`config.mk`:
```
export PLATFORM = sky130hd
export DESIGN_NAME = shift_rows_pipe
export DESIGN_NICKNAME = d
export VERILOG_FILES = /design/src/rtl/shift_rows_pipe.sv
export SDC_FILE = /design/constraint.sdc
export NUM_CORES = 1
export LEC_CHECK = 0
export CORE_ASPECT_RATIO = 1.1
export CORE_MARGIN = 2
export CORE_UTILIZATION = 43
export CTS_CLUSTER_DIAMETER = 100
export DETAILED_ROUTE_END_ITERATION = 10
export GPL_TIMING_DRIVEN = 1
export PLACE_DENSITY = 0.8
export SKIP_CTS_REPAIR_TIMING = 1
export SYNTH_ARGS = -nofsm -noshare
export SYNTH_HDL_FRONTEND = slang
export SYNTH_SLANG_ARGS = --single-unit
```
`constraint.sdc`:
```
create_clock -name clk -period 6.5 [get_ports clk]
set_clock_uncertainty 0.2 [all_clocks]
set_input_delay 0.975 -clock clk [delete_from_list [all_inputs] [get_ports clk]]
set_output_delay 0.975 -clock clk [all_outputs]
set_load 0.02 [all_outputs]
```
`src/rtl/shift_rows_pipe.sv`:
```
// -----------------------------------------------------------------------------
// shift_rows_pipe
//
// Pipelined ShiftRows / InvShiftRows for a Rijndael state of NB columns
// (NB = 4, 6 or 8). Each beat selects its own direction or bypass. The
// byte permutation is pure wiring in front of stage 1. Stages 2..STAGES
// only add delay. A valid/ready handshake with full backpressure runs
// through the whole chain.
//
// State layout: byte (r,c) sits at bits [W-1-8*(4c+r) -: 8], column-major,
// with byte (0,0) as the MSB byte.
//
// Parameters
//   NB        number of state columns (4, 6 or 8); W = 32*NB
//   STAGES    register stages, 1..4; latency = STAGES cycles
//
// Ports
//   clk        rising-edge clock
//   rst_n      asynchronous active-low reset
//   in_valid   input beat present
//   in_ready   unit accepts a beat this cycle (combinational from out_ready)
//   in_inv     1 = InvShiftRows, 0 = ShiftRows, sampled with the beat
//   in_bypass  1 = pass the state unchanged; takes priority over in_inv
//   state_in   input state, W bits
//   out_valid  output beat present
//   out_ready  downstream accepts the output beat
//   state_out  transformed state; reads 0 whenever out_valid = 0
//   busy       OR of all stage valid flags
// -----------------------------------------------------------------------------
module shift_rows_pipe #(
   parameter int NB     = 4,
   parameter int STAGES = 1
) (
   input  logic              clk,
   input  logic              rst_n,
   input  logic              in_valid,
   output logic              in_ready,
   input  logic              in_inv,
   input  logic              in_bypass,
   input  logic [32*NB-1:0]  state_in,
   output logic              out_valid,
   input  logic              out_ready,
   output logic [32*NB-1:0]  state_out,
   output logic              busy
);

   localparam int W = 32 * NB;

   // Reject unsupported configurations at elaboration time.
   if (!(NB == 4 || NB == 6 || NB == 8)) begin : g_bad_nb
      $error("shift_rows_pipe: NB must be 4, 6 or 8");
   end
   if (STAGES < 1 || STAGES > 4) begin : g_bad_stages
      $error("shift_rows_pipe: STAGES must be in 1..4");
   end

   // -------------------------------------------------------------------------
   // Byte permutation. Every source index is an elaboration-time constant,
   // so the forward and inverse maps are fixed wiring. Only the final 3:1
   // select depends on the beat's mode.
   // -------------------------------------------------------------------------
   logic [W-1:0] fwd_w;
   logic [W-1:0] inv_w;
   logic [W-1:0] xform_w;

   genvar gi, gj;
   for (gi = 0; gi < 4; gi++) begin : g_row
      // The 256-bit block shifts rows 2 and 3 by one extra position.
      localparam int OFF = (NB == 8 && gi >= 2) ? gi + 1 : gi;
      for (gj = 0; gj < NB; gj++) begin : g_col
         localparam int SRC_F = (gj + OFF) % NB;
         localparam int SRC_I = (gj - OFF + NB) % NB;
         localparam int DST   = W - 1 - 8 * (4 * gj + gi);
         localparam int SF    = W - 1 - 8 * (4 * SRC_F + gi);
         localparam int SI    = W - 1 - 8 * (4 * SRC_I + gi);
         assign fwd_w[DST -: 8] = state_in[SF -: 8];
         assign inv_w[DST -: 8] = state_in[SI -: 8];
      end
   end

   assign xform_w = in_bypass ? state_in : (in_inv ? inv_w : fwd_w);

   // -------------------------------------------------------------------------
   // Stage chain. Stage 0 is nearest the input. valid_d/data_d hold the
   // value each stage would capture from its predecessor.
   // -------------------------------------------------------------------------
   logic [STAGES-1:0] valid_q;
   logic [STAGES-1:0] valid_d;
   logic [STAGES-1:0] en_w;
   logic [W-1:0]      data_q [STAGES];
   logic [W-1:0]      data_d [STAGES];

   for (gi = 0; gi < STAGES; gi++) begin : g_stage
      if (gi == 0) begin : g_first
         assign valid_d[gi] = in_valid;
         assign data_d[gi]  = xform_w;
      end else begin : g_next
         assign valid_d[gi] = valid_q[gi-1];
         assign data_d[gi]  = data_q[gi-1];
      end
   end

   // Load enables ripple back from out_ready. A stage may load when it is
   // empty or when its own contents move on in the same cycle. This is what
   // lets a full pipe accept and drain on the same edge.
   always_comb begin : p_enable
      logic adv;
      adv  = out_ready;
      en_w = '0;
      for (int k = STAGES - 1; k >= 0; k--) begin
         en_w[k] = !valid_q[k] || adv;
         adv     = en_w[k];
      end
   end

   always_ff @(posedge clk or negedge rst_n) begin
      if (!rst_n) begin
         valid_q <= '0;
      end else begin
         for (int k = 0; k < STAGES; k++) begin
            if (en_w[k]) begin
               valid_q[k] <= valid_d[k];
            end
         end
      end
   end

   // Data registers need no reset because the output is masked by out_valid.
   // A register captures only a real beat, which avoids toggling on bubbles.
   always_ff @(posedge clk) begin
      for (int k = 0; k < STAGES; k++) begin
         if (en_w[k] && valid_d[k]) begin
            data_q[k] <= data_d[k];
         end
      end
   end

   assign in_ready  = en_w[0];
   assign out_valid = valid_q[STAGES-1];
   assign state_out = valid_q[STAGES-1] ? data_q[STAGES-1] : '0;
   assign busy      = |valid_q;

endmodule

```
# --- After elaboration in Yosys (flattened, before gate mapping) ---
# Memory sizes are Yosys's and may differ from the RTL's.
# Cells that the tools add are included.
op_classes:
  add_sub_neg: 0
  n_mul: 0
  div_mod_pow: 0
  magnitude_cmp: 0
  eq_ne: 0
  n_shift: 0
  mux: 5
  bitwise: 0
  reduce_logical: 3
op_table:
  columns: ["op", "count"]
  rows:
  - ["120-bit 2-to-1 mux", 2]
  - ["128-bit 2-to-1 mux", 1]
  - ["1-bit 2-to-1 mux", 2]
  - ["1-bit logical AND", 1]
  - ["1-bit logical NOT", 1]
  - ["1-bit logical OR", 1]
word_totals:
  register_bits: 1
  latchBits: 0
  mem_bits_rw: 128
  rom_bits: 0
  input_bits: 134
  out_inout_bits: 131
  wordCells: 10
  mem_count: 1
mem_list:
  columns: ["name", "words", "word_bits", "rd", "rd_ports_with_merged_regs", "write_ports", "line", "rtl"]
  rows:
  - ["data_q", 1, 128, 1, 0, 1, "90", "logic [W-1:0] data_q [STAGES];"]

# --- Longest topological paths before layout ---
depth:
  depth_word: 5
  depth_mapped: 5
  ltp_nobuf: 2

# --- Worst setup path after synthesis ---
# Ideal clock, no wire load.
synth_timing:
  path_type: "in2reg"
  startpoint: "in out_ready"
  endpoint: "mem data_q[0][0] in the netlist's numbering, enable pin"
  setup_ns: 0.502
  arrival_time_ns: 4.218
  required_ns: 5.798
  setup_slack_ns: 1.581
  stages: 2
  n_path_buf: 0
  cell_sequence: "nand2b_1 and2_1"
synth_via:
  elab_chain_cells: 4
synth_lines:
  columns: ["item", "line", "rtl"]
  rows:
  - ["from (decl)", "42", "input logic out_ready,"]
  - ["1-bit logical OR", "111", "en_w[k] = !valid_q[k] || adv;"]
  - ["1-bit logical AND", "132", "if (en_w[k] && valid_d[k]) begin"]
  - ["1-bit 2-to-1 mux", "132", null]
  - ["1-bit 2-to-1 mux (not written as such)", "133", "data_q[k] <= data_d[k];"]
  - ["to (decl)", "90", null]
# Every way passes these cells.

# --- Final worst setup path ---
layout_timing:
  startpoint: "reg valid_q, in the netlist busy"
  endpoint: "out state_out[52]"
layout_via:
  elab_chain_cells: 1
layout_lines:
  columns: ["item", "line", "rtl"]
  rows:
  - ["from (decl)", "87", "logic [STAGES-1:0] valid_q;"]
  - ["from (signal, indexed assignment)", "122", "valid_q[k] <= valid_d[k];"]
  - ["128-bit 2-to-1 mux", "140", "assign state_out = valid_q[STAGES-1] ? data_q[STAGES-1] : '0;"]
  - ["to (decl)", "43", "output logic [32*NB-1:0] state_out,"]
# Every way passes these cells.

==> reports/results.txt <==
status -> completed
Final ANT Viol Nets -> 0
Core Box Area -> 15,000 sq um
vias per std cell -> 4.93
Worst Path Max Fanout -> 76
Area Overhead vs Synth -> 48.6%
Initial Util -> 0.437
Syn Inst Count -> 524
most common cell after layout, fill and taps aside -> clkdlybuf4s50_1
Pwr per Cell Area -> 246 nW/um^2
Reg2Reg Capture Point -> data_q[0][60]
GRT Overall Usage -> 0.192
Syn Area/Cell -> 12.5 sq um
Final setup viols -> 0
diode count -> 0
r2r setup slk -> 3450 ps
TritonCTS clock tree -> done
crit path time final -> 3890 ps
top post-synthesis cells by area -> edfxtp_1 59%, and2_1 12%, mux2i_1 9.8%
Placement Setup Slack -> 2740 ps
Synth area leader -> edfxtp_1
Setup CP Type -> flop to output pin
GRT Residual Overflow -> 0
Critical Path End Type -> output pin
Max transition margin -> 0.298
antenna violations before repair -> 0
Worst-Skew Late Latency -> 410 ps
Worst Hold Class -> input port to asynchronous set/reset pin
I/O pins -> 265
flops & latches, synth -> 129
first drt pass iteration count -> 4
Ys Warns -> 0
Yosys top cell area share -> 0.587
Pwr Total -> 0.00239 W
fin. max-slew vios -> 0
largest net degree at the start of global routing -> 97
DR iter-0 viols -> 182
Leak -> 3.60 nW
Sink Count -> 129
die extent in x -> 122 um
layout net count -> 904
Startpoint Class -> flop
R2R depth -> 3
wire per inst -> 16.0 um
Vias -> 4,822
number of remaining DRC errors -> 0
PnR worst setup slack -> 2610 ps
vias in the first global route -> 4,893
setup_tns -> 0 ps
Worst-path clk slew -> 60 ps
Unique masters post-synth -> 15
first-pass GRT wire length -> 24,000 um
GPL Wtd Cong -> 0.760
CTS Root Cell -> clkbuf_16
max_cap viols -> 0
TritonCTS buffer count -> 17
Worst R2R Start -> busy
Clock Path Buffers -> 2
HPWL after detailed placement -> 11,500 um
WL final -> 15,700 um
H-tree level count -> 4
Syn Std Cell Area -> 6550 sq um
Slew @ Worst Pin -> 1050 ps
maximum VDD drop -> 0.163 mV
Final period util -> 0.599
final hold violations -> 0
sequential share of the synthesized area -> 0.591
die area -> 16,200 sq um
I/O Buffers -> 264
RSZ-0062 raised after global routing -> no
row cnt -> 47
Critical Path RT -> 5320 ps
commonest non-fill, non-tap cells in the layout -> 262 x clkdlybuf4s50_1, 128 x and2_1, 128 x edfxtp_1, 64 x mux2i_1, 64 x nand2_1
Peak Freq -> 257 MHz
syn_nets -> 658
Die Span Y -> 133 um
layout cells sized above 1 -> 0.0818
WP data arrival -> 2720 ps
## Yosys cell counts, drive strengths merged
| cell | count |
|---|---|
| mux2i | 64 |
| nand2b | 2 |
| mux2 | 32 |
| dfrtp | 1 |
| o21ai | 64 |
| nand2 | 64 |
| and2 | 129 |
| buf | 25 |
| edfxtp | 128 |
| clkbuf | 15 |
## layout make-up
cell class | instances | area [sq um]
Multi-Input combinational cell | 355 | 2380
Fill cell | 1178 | 5260
Timing Repair Buffer | 267 | 2660
Clock buffer | 19 | 433
Tap cell | 196 | 245
Clock inverter | 12 | 143
Sequential cell | 129 | 3870
## metrics by stage
step	instance area (sq um)	util	hold slack (ps)	cells
floorplan	6550	-	479	524
global placement	9160	0.611	788	947
detailed placement	9160	0.611	848	947
CTS	9730	0.649	508	978
global route	9730	0.649	503	978
finish	9730	0.649	516	978
## worst max-delay path, stage by stage (launching register included)
cell             delay, ps
dfrtp_2                820
buf_4                  580
and2_1                 250
clkdlybuf4s50_1        610
## where the power goes
part | internal (W) | leakage (nW) | switching [W]
Clock | 0.000595 | 0.273 | 0.000332
Sequential | 0.000985 | 1.24 | 0.0000150
Combinational | 0.000245 | 2.09 | 0.000222
## layer usage
layer / share of wire / vias to the layer above / track usage / routed length, um
li1: - / 2345 / - / -
met1: 0.38 / 2269 / 0.208 / 5980
met2: 0.53 / 172 / 0.347 / 8320
met3: 0.056 / 36 / 0.0497 / 873
met4: 0.033 / 0 / 0.0894 / 514
met5: 0 / - / 0 / 0
## worst max path at each step
stage / slack, ps / from / to
after floorplan: 1580 / out_ready / data_q[0][0]
after global placement: 2810 / out_ready / data_q[0][125]
after detailed placement: 2740 / out_ready / data_q[0][125]
after CTS: 2550 / busy / state_out[20]
after global routing: 2370 / busy / state_out[116]
final: 2610 / busy / state_out[52]
## cells by family after synthesis
logic type | Yosys count | share of synthesized area
compound gates | 64 | 0.0489
simple gates | 195 | 0.162
flops | 129 | 0.591
buf+inv | 40 | 0.0457
mux | 96 | 0.153
## sequential cells by signal, indices dropped and copies added (netlist names)
register  cells
data_q      128
busy          1
No activity file was read; power rests on OpenSTA's default activity.
